**src/rtl/dmro_pkg.sv**
```systemverilog
// Shared constants, FSM state type and bit-order helper for the DMRO receive path.
package dmro_pkg;

    localparam int FRAME_W   = 32;
    localparam int PAYLOAD_W = 30;
    localparam logic [1:0] HEADER_DEF = 2'b10;

    localparam int SCR_TAP_A = 58;
    localparam int SCR_TAP_B = 39;

    typedef enum logic [1:0] {
        HUNT   = 2'd0,
        VERIFY = 2'd1,
        LOCKED = 2'd2
    } rx_state_e;

    function automatic logic [FRAME_W-1:0] bitrev(input logic [FRAME_W-1:0] v);
        logic [FRAME_W-1:0] r;
        r = '0;
        for (int i = 0; i < FRAME_W; i++) r[i] = v[FRAME_W-1-i];
        return r;
    endfunction

endpackage

```
**src/rtl/dmro_rx_if.sv**
```systemverilog
// Line-side inputs and recovered-word outputs of dmro_rx.
// DMRO_RX_ERRCNT_EN adds the HdrErrCnt header error counter.
interface dmro_rx_if;
    import dmro_pkg::*;

    logic                 DataIn;
    logic                 REVData;
    logic                 ENScr;
    logic [PAYLOAD_W-1:0] DataOut;
    logic                 DataValid;
    logic                 Locked;
    logic [7:0]           SlipCnt;
`ifdef DMRO_RX_ERRCNT_EN
    logic [15:0]          HdrErrCnt;
`endif

    modport slave (
        input  DataIn, REVData, ENScr,
`ifdef DMRO_RX_ERRCNT_EN
        output HdrErrCnt,
`endif
        output DataOut, DataValid, Locked, SlipCnt
    );

    modport master (
        output DataIn, REVData, ENScr,
`ifdef DMRO_RX_ERRCNT_EN
        input  HdrErrCnt,
`endif
        input  DataOut, DataValid, Locked, SlipCnt
    );

endinterface

```
**src/rtl/dmro_rx_descr30.sv**
```systemverilog
// 30-bit parallel self-synchronizing descrambler, x^58+x^39+1, line order MSB first.
module dmro_rx_descr30 import dmro_pkg::*; (
    input  logic                 clk_i,
    input  logic                 rst_ni,
    input  logic                 upd_i,
    input  logic                 en_i,
    input  logic [PAYLOAD_W-1:0] scr_i,
    output logic [PAYLOAD_W-1:0] data_o
);

    logic [SCR_TAP_A-1:0]           hist_q, hist_d;
    logic [SCR_TAP_A+PAYLOAD_W-1:0] ext;
    logic [PAYLOAD_W-1:0]           descr;

    // Higher index = older bit; hist_q[0] is the last bit of the previous word.
    assign ext    = {hist_q, scr_i};
    assign hist_d = ext[SCR_TAP_A-1:0];

    always_comb begin
        descr = '0;
        for (int i = 0; i < PAYLOAD_W; i++)
            descr[i] = ext[i] ^ ext[i+SCR_TAP_B] ^ ext[i+SCR_TAP_A];
        data_o = en_i ? descr : scr_i;
    end

    always_ff @(posedge clk_i or negedge rst_ni) begin
        if (!rst_ni)    hist_q <= '0;
        else if (upd_i) hist_q <= hist_d;
    end

endmodule

```
**src/rtl/dmro_rx.sv**
```systemverilog
// DMRO serial frame receiver: header-hunting aligner, deserializer, descrambler, word output.
// Build with DMRO_RX_ERRCNT_EN to add the HdrErrCnt counter.
module dmro_rx import dmro_pkg::*; #(
    parameter logic [1:0] HEADER     = HEADER_DEF,
    parameter int         LOCK_CNT   = 8,
    parameter int         UNLOCK_CNT = 4,
    parameter int         SCR_WARMUP = 2
) (
    input logic     CLKBit,
    input logic     RSTn,
    dmro_rx_if.slave rx
);

    localparam logic [7:0] LOCK_N   = 8'(LOCK_CNT);
    localparam logic [7:0] UNLOCK_N = 8'(UNLOCK_CNT);
    localparam logic [7:0] WARM_N   = 8'(SCR_WARMUP);

    // The live input bit completes the 32-bit window, so 31 stored bits suffice.
    logic [FRAME_W-2:0]   sr_q, sr_d;
    logic [4:0]           cnt_q, cnt_d;
    logic                 slip_q, slip_d;
    rx_state_e            state_q, state_d;
    logic [7:0]           good_q, good_d;
    logic [7:0]           bad_q, bad_d;
    logic [7:0]           warm_q, warm_d;
    logic [7:0]           slipcnt_q, slipcnt_d;
    logic [PAYLOAD_W-1:0] dout_q, dout_d;
    logic                 dvld_q, dvld_d;
`ifdef DMRO_RX_ERRCNT_EN
    logic [15:0]          errcnt_q, errcnt_d;
`endif

    logic [FRAME_W-1:0]   win_raw, win;
    logic                 boundary, hdr_ok;
    logic [PAYLOAD_W-1:0] payload;

    assign win_raw  = {sr_q, rx.DataIn};
    assign win      = rx.REVData ? bitrev(win_raw) : win_raw;
    assign boundary = (cnt_q == 5'd31);
    assign hdr_ok   = (win[FRAME_W-1:FRAME_W-2] == HEADER);

    dmro_rx_descr30 u_descr (
        .clk_i  (CLKBit),
        .rst_ni (RSTn),
        .upd_i  (boundary),
        .en_i   (rx.ENScr),
        .scr_i  (win[PAYLOAD_W-1:0]),
        .data_o (payload)
    );

    always_comb begin
        sr_d      = win_raw[FRAME_W-2:0];
        cnt_d     = slip_q ? cnt_q : cnt_q + 5'd1;
        slip_d    = 1'b0;
        state_d   = state_q;
        good_d    = good_q;
        bad_d     = bad_q;
        warm_d    = warm_q;
        dout_d    = dout_q;
        dvld_d    = 1'b0;
`ifdef DMRO_RX_ERRCNT_EN
        errcnt_d  = errcnt_q;
`endif
        if (boundary) begin
            unique case (state_q)
                HUNT: begin
                    if (hdr_ok) begin
                        state_d = VERIFY;
                        good_d  = 8'd1;
                    end else begin
                        slip_d  = 1'b1;
                    end
                end
                VERIFY: begin
                    if (!hdr_ok) begin
                        state_d = HUNT;
                        slip_d  = 1'b1;
                    end else if (good_q + 8'd1 == LOCK_N) begin
                        state_d = LOCKED;
                        warm_d  = 8'd0;
                        bad_d   = 8'd0;
                    end else begin
                        good_d  = good_q + 8'd1;
                    end
                end
                LOCKED: begin
                    // Bad-header words are still delivered once warm-up has elapsed.
                    if (warm_q == WARM_N) begin
                        dvld_d = 1'b1;
                        dout_d = payload;
                    end else begin
                        warm_d = warm_q + 8'd1;
                    end
                    if (hdr_ok) begin
                        bad_d = 8'd0;
                    end else if (bad_q + 8'd1 == UNLOCK_N) begin
                        state_d = HUNT;
                        bad_d   = 8'd0;
`ifdef DMRO_RX_ERRCNT_EN
                        errcnt_d = 16'd0;
`endif
                    end else begin
                        bad_d = bad_q + 8'd1;
`ifdef DMRO_RX_ERRCNT_EN
                        if (errcnt_q != 16'hFFFF) errcnt_d = errcnt_q + 16'd1;
`endif
                    end
                end
                default: state_d = HUNT;
            endcase
        end
        slipcnt_d = slip_d ? slipcnt_q + 8'd1 : slipcnt_q;
    end

    always_ff @(posedge CLKBit or negedge RSTn) begin
        if (!RSTn) begin
            sr_q      <= '0;
            cnt_q     <= '0;
            slip_q    <= 1'b0;
            state_q   <= HUNT;
            good_q    <= '0;
            bad_q     <= '0;
            warm_q    <= '0;
            slipcnt_q <= '0;
            dout_q    <= '0;
            dvld_q    <= 1'b0;
`ifdef DMRO_RX_ERRCNT_EN
            errcnt_q  <= '0;
`endif
        end else begin
            sr_q      <= sr_d;
            cnt_q     <= cnt_d;
            slip_q    <= slip_d;
            state_q   <= state_d;
            good_q    <= good_d;
            bad_q     <= bad_d;
            warm_q    <= warm_d;
            slipcnt_q <= slipcnt_d;
            dout_q    <= dout_d;
            dvld_q    <= dvld_d;
`ifdef DMRO_RX_ERRCNT_EN
            errcnt_q  <= errcnt_d;
`endif
        end
    end

    assign rx.DataOut   = dout_q;
    assign rx.DataValid = dvld_q;
    assign rx.Locked    = (state_q == LOCKED);
    assign rx.SlipCnt   = slipcnt_q;
`ifdef DMRO_RX_ERRCNT_EN
    assign rx.HdrErrCnt = errcnt_q;
`endif

endmodule

```
**src/flat_wrapper.sv**
```systemverilog
// flat-port wrapper written by rule: the top's interface ports become plain ports
module dmro_rx_flat import dmro_pkg::*;
#(
    parameter logic [1:0] HEADER     = HEADER_DEF,
    parameter int         LOCK_CNT   = 8,
    parameter int         UNLOCK_CNT = 4,
    parameter int         SCR_WARMUP = 2
)
  (CLKBit, RSTn, rx_DataIn, rx_REVData, rx_ENScr, rx_DataOut, rx_DataValid, rx_Locked, rx_SlipCnt);
  dmro_rx_if rx_i ();
  input logic CLKBit;
  input logic RSTn;
  input wire logic [$bits(rx_i.DataIn)-1:0] rx_DataIn;
  input wire logic [$bits(rx_i.REVData)-1:0] rx_REVData;
  input wire logic [$bits(rx_i.ENScr)-1:0] rx_ENScr;
  output wire logic [$bits(rx_i.DataOut)-1:0] rx_DataOut;
  output wire logic [$bits(rx_i.DataValid)-1:0] rx_DataValid;
  output wire logic [$bits(rx_i.Locked)-1:0] rx_Locked;
  output wire logic [$bits(rx_i.SlipCnt)-1:0] rx_SlipCnt;
  assign rx_i.DataIn = rx_DataIn;
  assign rx_i.REVData = rx_REVData;
  assign rx_i.ENScr = rx_ENScr;
  assign rx_DataOut = rx_i.DataOut;
  assign rx_DataValid = rx_i.DataValid;
  assign rx_Locked = rx_i.Locked;
  assign rx_SlipCnt = rx_i.SlipCnt;
  dmro_rx #(.HEADER(HEADER), .LOCK_CNT(LOCK_CNT), .UNLOCK_CNT(UNLOCK_CNT), .SCR_WARMUP(SCR_WARMUP)) u_core (.CLKBit(CLKBit), .RSTn(RSTn), .rx(rx_i));
endmodule
```
**config.mk**
```make
export PLATFORM = sky130hd
export DESIGN_NAME = dmro_rx_flat
export DESIGN_NICKNAME = d
export VERILOG_FILES = /design/src/rtl/dmro_pkg.sv /design/src/rtl/dmro_rx_if.sv /design/src/rtl/dmro_rx_descr30.sv /design/src/rtl/dmro_rx.sv /design/src/flat_wrapper.sv
export SDC_FILE = /design/constraint.sdc
export NUM_CORES = 1
export LEC_CHECK = 0
export BUFFER_PORTS_ARGS = -buffer_cell sky130_fd_sc_hd__buf_2
export CAP_MARGIN = 20
export CORE_MARGIN = 2
export CORE_UTILIZATION = 36
export CTS_CLUSTER_DIAMETER = 40
export DETAILED_ROUTE_END_ITERATION = 12
export HOLD_SLACK_MARGIN = 0.06
export PLACE_DENSITY = 0.48
export SETUP_SLACK_MARGIN = 0.5
export SYNTH_ARGS = -nofsm -noshare
export SYNTH_HDL_FRONTEND = slang
export SYNTH_SLANG_ARGS = --single-unit
```
**constraint.sdc**
```tcl
create_clock -name CLKBit -period 2.4 [get_ports CLKBit]
set_input_delay 0.36 -clock CLKBit [delete_from_list [all_inputs] [get_ports CLKBit]]
set_output_delay 0.36 -clock CLKBit [all_outputs]
set_load 0.01 [all_outputs]
```
==> results.py <==
metrics = {
    "outcome": {
        "run_status": "finished clean",
    },
    "setup_path": {
        "reg2reg_slack_ns": 0.46,
        "worst_ep_arrival_time_ns": 2.25,
        "critical_path.endpoint": "u_core.good_q[3]$_DFFE_PN0P_",
        "r2r-start": "u_core.cnt_q[1]$_DFFE_PN0N_",
        "critPathKind": "register to register",
        "largest_driver_fanout_on_the_critical_path": 8,
        "worst-endpoint-required_ns": 2.70,
        "timing.critical_path.from": "u_core.cnt_q[1]$_DFFE_PN0N_",
        "worstRegToRegCells": 7,
        "worstSetupStartpointType": "register",
        "critical_path.reg2reg.endpoint": "u_core.good_q[3]$_DFFE_PN0P_",
        "endpoint_kind": "register",
    },
    "yosys": {
        "post_synthesis_register_bit_count": 160,
        "ys.warnings.count": 0,
        "synth_fp_nets": 680,
        "synth_ff_type": "dfrtp_1",
        "synth_largest_area_cell": "dfrtp_1",
        "synth.distinct_cells": 62,
        "synthesis.area_per_instance_um2": 11.08,
        "netlist.area_leader.share_pct": 54.32,
        "synth-edff-count": 0,
        "synth.yosys.seq_area_share_pct": 54.32,
        "synth_area_um2": 7371,
        "postSynth.asyncResetShare_pct": 100.0,
        "cell_types_with_the_largest_area_share_after_synthesis": "dfrtp_1 (54%), xnor2_1 (5.0%), mux2_2 (4.7%)",
        "syn_inst": 665,
    },
    "finish": {
        "multi_input_area_um2": 3431,
        "drive_gt1_share_pct": 28.98,
        "count_of_fill_cells_added_during_filler_insertion": 1909,
        "final_nets": 768,
        "antenna_cells": 0,
        "area_added_between_synthesis_and_finish_pct": 24.33,
        "seqCellArea_um2": 4010,
        "final_core_util_pct": 45.43,
    },
    "min_path": {
        "worstHoldPathType": "primary input to register",
    },
    "detailed_routing": {
        "route.detailed.drc": 0,
        "avgViaCountPerCell": 4.968,
        "met3RoutedLength_um": 395,
        "wl_per_cell_um": 16.66,
        "postRouteWirelength_um": 17260,
        "post_route_m1_wl_um": 7651,
        "drt.antenna.violating_nets": 0,
        "met2_wirelength_um": 9023,
        "drtIter0Drc": 199,
        "drt_pass1_iterations": 4,
        "detailroute.via_count": 5147,
        "maxUsedRoutingLayer": "met4",
    },
    "placed_design": {
        "gp_congestion": 0.7968,
        "dpl.hpwl_um": 11200,
        "port_buffers": 44,
    },
    "global_route": {
        "grt_overflow": 0,
        "number_of_global_route_vias_before_repair": 5311,
        "antenna_found_initial": 0,
        "grt_first_pass_wirelength_um": 27700,
        "grt_start_max_net_pins": 89,
        "global_route.usage.total_pct": 16.43,
    },
    "sta": {
        "grt_setup_unrepaired": "yes",
        "timing.final.crit_share_pct": 80.99,
        "fin_tns_setup_ns": 0,
        "setup_violations": 0,
        "finClkSkew_ns": 0.01113,
        "report.final.hold_viol_count": 0,
        "tightestPinTransition_ns": 0.6405,
        "max_slew_margin_pct": 57.30,
        "slew_viol_final": 0,
        "max_freq_ghz": 0.5145,
        "post-route-min-period_ns": 1.944,
    },
    "cts": {
        "max_buffers_root_to_sink": 2,
        "cts_tree": "done",
        "clk_latency_ns": 0.43,
        "cts_htree_levels": 4,
        "tritoncts_num_sinks": 160,
        "cts.clk_slew.worst_paths_ns": 0.06,
        "clockRootBuffer": "clkbuf_16",
        "tritoncts.num_buffers": 17,
    },
    "floorplan": {
        "die_width_um": 147.1,
        "placeableCoreArea_um2": 20170,
        "io_pins": 45,
        "start_util_pct": 36.54,
        "fp.dieH_um": 147.1,
        "placement_row_count": 52,
        "design.die.area_um2": 21640,
    },
    "pwr": {
        "p_leak_uw": 0.003942,
        "cellPowerDensity_nw_per_um2": 1000,
        "ir_worst_vdd_v": 0.0004975,
    },
    "run": {
        "max-cap-violations": 0,
    },
}
==> how the worst min path moves through the flow <==
| stage | start | endpoint | cells after the start |
|---|---|---|---|
| CTS | rx_DataIn | u_core.u_descr.hist_q[0]$_DFFE_PN0P_ | 3 |
| global route | rx_DataIn | u_core.u_descr.hist_q[0]$_DFFE_PN0P_ | 3 |
| global placement | RSTn | u_core.rx.SlipCnt[4]$_DFFE_PN0P_ | 1 |
| floorplan | RSTn | u_core.bad_q[0]$_DFFE_PN0P_ | 0 |
| finish | rx_DataIn | u_core.u_descr.hist_q[0]$_DFFE_PN0P_ | 3 |
| detailed placement | RSTn | u_core.rx.SlipCnt[7]$_DFFE_PN0P_ | 1 |
==> kinds of logic after synthesis <==
kind of cell | count (synthesis) | share of synthesized area (%)
AND/OR/NAND/NOR | 182 | 11.80
adder cells (fa/ha/maj) | 10 | 1.698
multiplexers | 64 | 9.217
AO/OA/AOI/OAI | 126 | 11.59
XOR/XNOR | 73 | 8.674
flip-flops | 160 | 54.32
buffers and inverters | 50 | 2.699
==> metrics by stage <==
| step | total power, µW | instance area, µm² | hold slack [ns] | setup WS (ns) | instances |
|---|---|---|---|---|---|
| 3_5_place_dp | 6394 | 8038 | 0.3291 | 0.1842 | 964 |
| 4_1_cts | 9186 | 8894 | 0.3047 | 0.4698 | 1022 |
| 6_report | 9166 | 9164 | 0.3222 | 0.4563 | 1036 |
| 2_1_floorplan | 5651 | 7437 | 0.06441 | 0.4636 | 665 |
| 5_1_grt | 9752 | 9164 | 0.3419 | 0.3740 | 1036 |
| 3_3_place_gp | 6320 | 8038 | 0.3190 | 0.2544 | 964 |
==> layout by cell type (no fill, tap or decap), types with 3 or more instances in the layout <==
cell	n
dfrtp_1	155
nand2_1	74
buf_4	44
buf_2	43
xnor2_1	42
nor2_1	41
a21oi_1	35
o21ai_0	34
mux2i_1	33
mux2_2	31
xor2_1	31
clkbuf_16	18
nand3_1	17
inv_1	14
a31oi_1	8
buf_6	7
inv_6	6
nand2b_1	5
nor3_1	5
o31ai_1	5
a221o_1	5
nand4_1	5
dfrtp_2	5
and3_1	4
or3_1	4
ha_1	4
clkinv_2	4
and3_4	3
inv_2	3
o21ai_4	3
o211ai_1	3
o31ai_4	3
o21ai_1	3
ha_4	3
ha_2	3
inv_8	3
buf_12	3
==> per-layer routing <==
| metal | vias up | global-route usage, % |
|---|---|---|
| met2 | 66 | 29.18 |
| met4 | 0 | 5.288 |
| met3 | 14 | 3.292 |
| met5 | - | 0 |
| met1 | 2581 | 20.08 |
| li1 | 2486 | - |
==> state kept, by name, summed over array words and instances, names as in the netlist <==
| register | count |
|---|---|
| u_core.rx.SlipCnt | 8 |
| u_core.warm_q | 8 |
| u_core.bad_q | 8 |
| u_core.slip_q | 1 |
| u_core.cnt_q | 5 |
| u_core.state_q | 2 |
| u_core.u_descr.hist_q | 58 |
| u_core.rx.DataValid | 1 |
| u_core.good_q | 8 |
| u_core.sr_q | 31 |
| u_core.rx.DataOut | 30 |
==> critical path, stage by stage (launching register included) <==
cell and delay [ns]:
dfrtp_1 0.35, ha_2 0.18, and3_4 0.19, ha_4 0.17, buf_6 0.16, o21ai_4 0.07
a311o_4 0.37, a221o_1 0.33
==> synth_stat cells, types with 2 or more instances <==
master and number:
a211oi_1 3, a21o_2 2, a21oi_1 36, a221o_1 5
a31oi_1 8, and3_1 7, buf_1 8, buf_2 2
buf_4 2, clkbuf_1 20, dfrtp_1 160, ha_1 10
inv_1 17, mux2_2 31, mux2i_1 33, nand2_1 76
nand2b_1 5, nand3_1 19, nand4_1 5, nor2_1 41
nor3_1 5, nor4_1 2, o211ai_1 3, o21ai_0 39
o21ai_2 2, o22ai_1 2, o31ai_1 9, o41ai_1 2
or3_1 5, or4_1 3, xnor2_1 42, xor2_1 31
==> timing repair <==
item	CTS	global route
hold endpoints to repair	41	0
hold buffers	2	0
buffers inserted	24	13
gates cloned	0	1
pin swaps	12	14
endpoints found under the setup margin	32	57
gates resized for setup	29	31
==> layout make-up <==
class	instances	area share (%)
clock inverters	15	1.352
clock buffers	17	4.642
well taps	270	3.687
inverters	17	0.6963
repair buffers	102	8.424
flip-flops and latches	160	43.76
multi-input cells	455	37.44
==> power breakdown <==
group	internal [µW]	total [µW]	switching (µW)
clock network	1360	2580	1220
registers	3360	4040	680
logic	1270	2550	1270
Power figures use the tool's default switching activity.
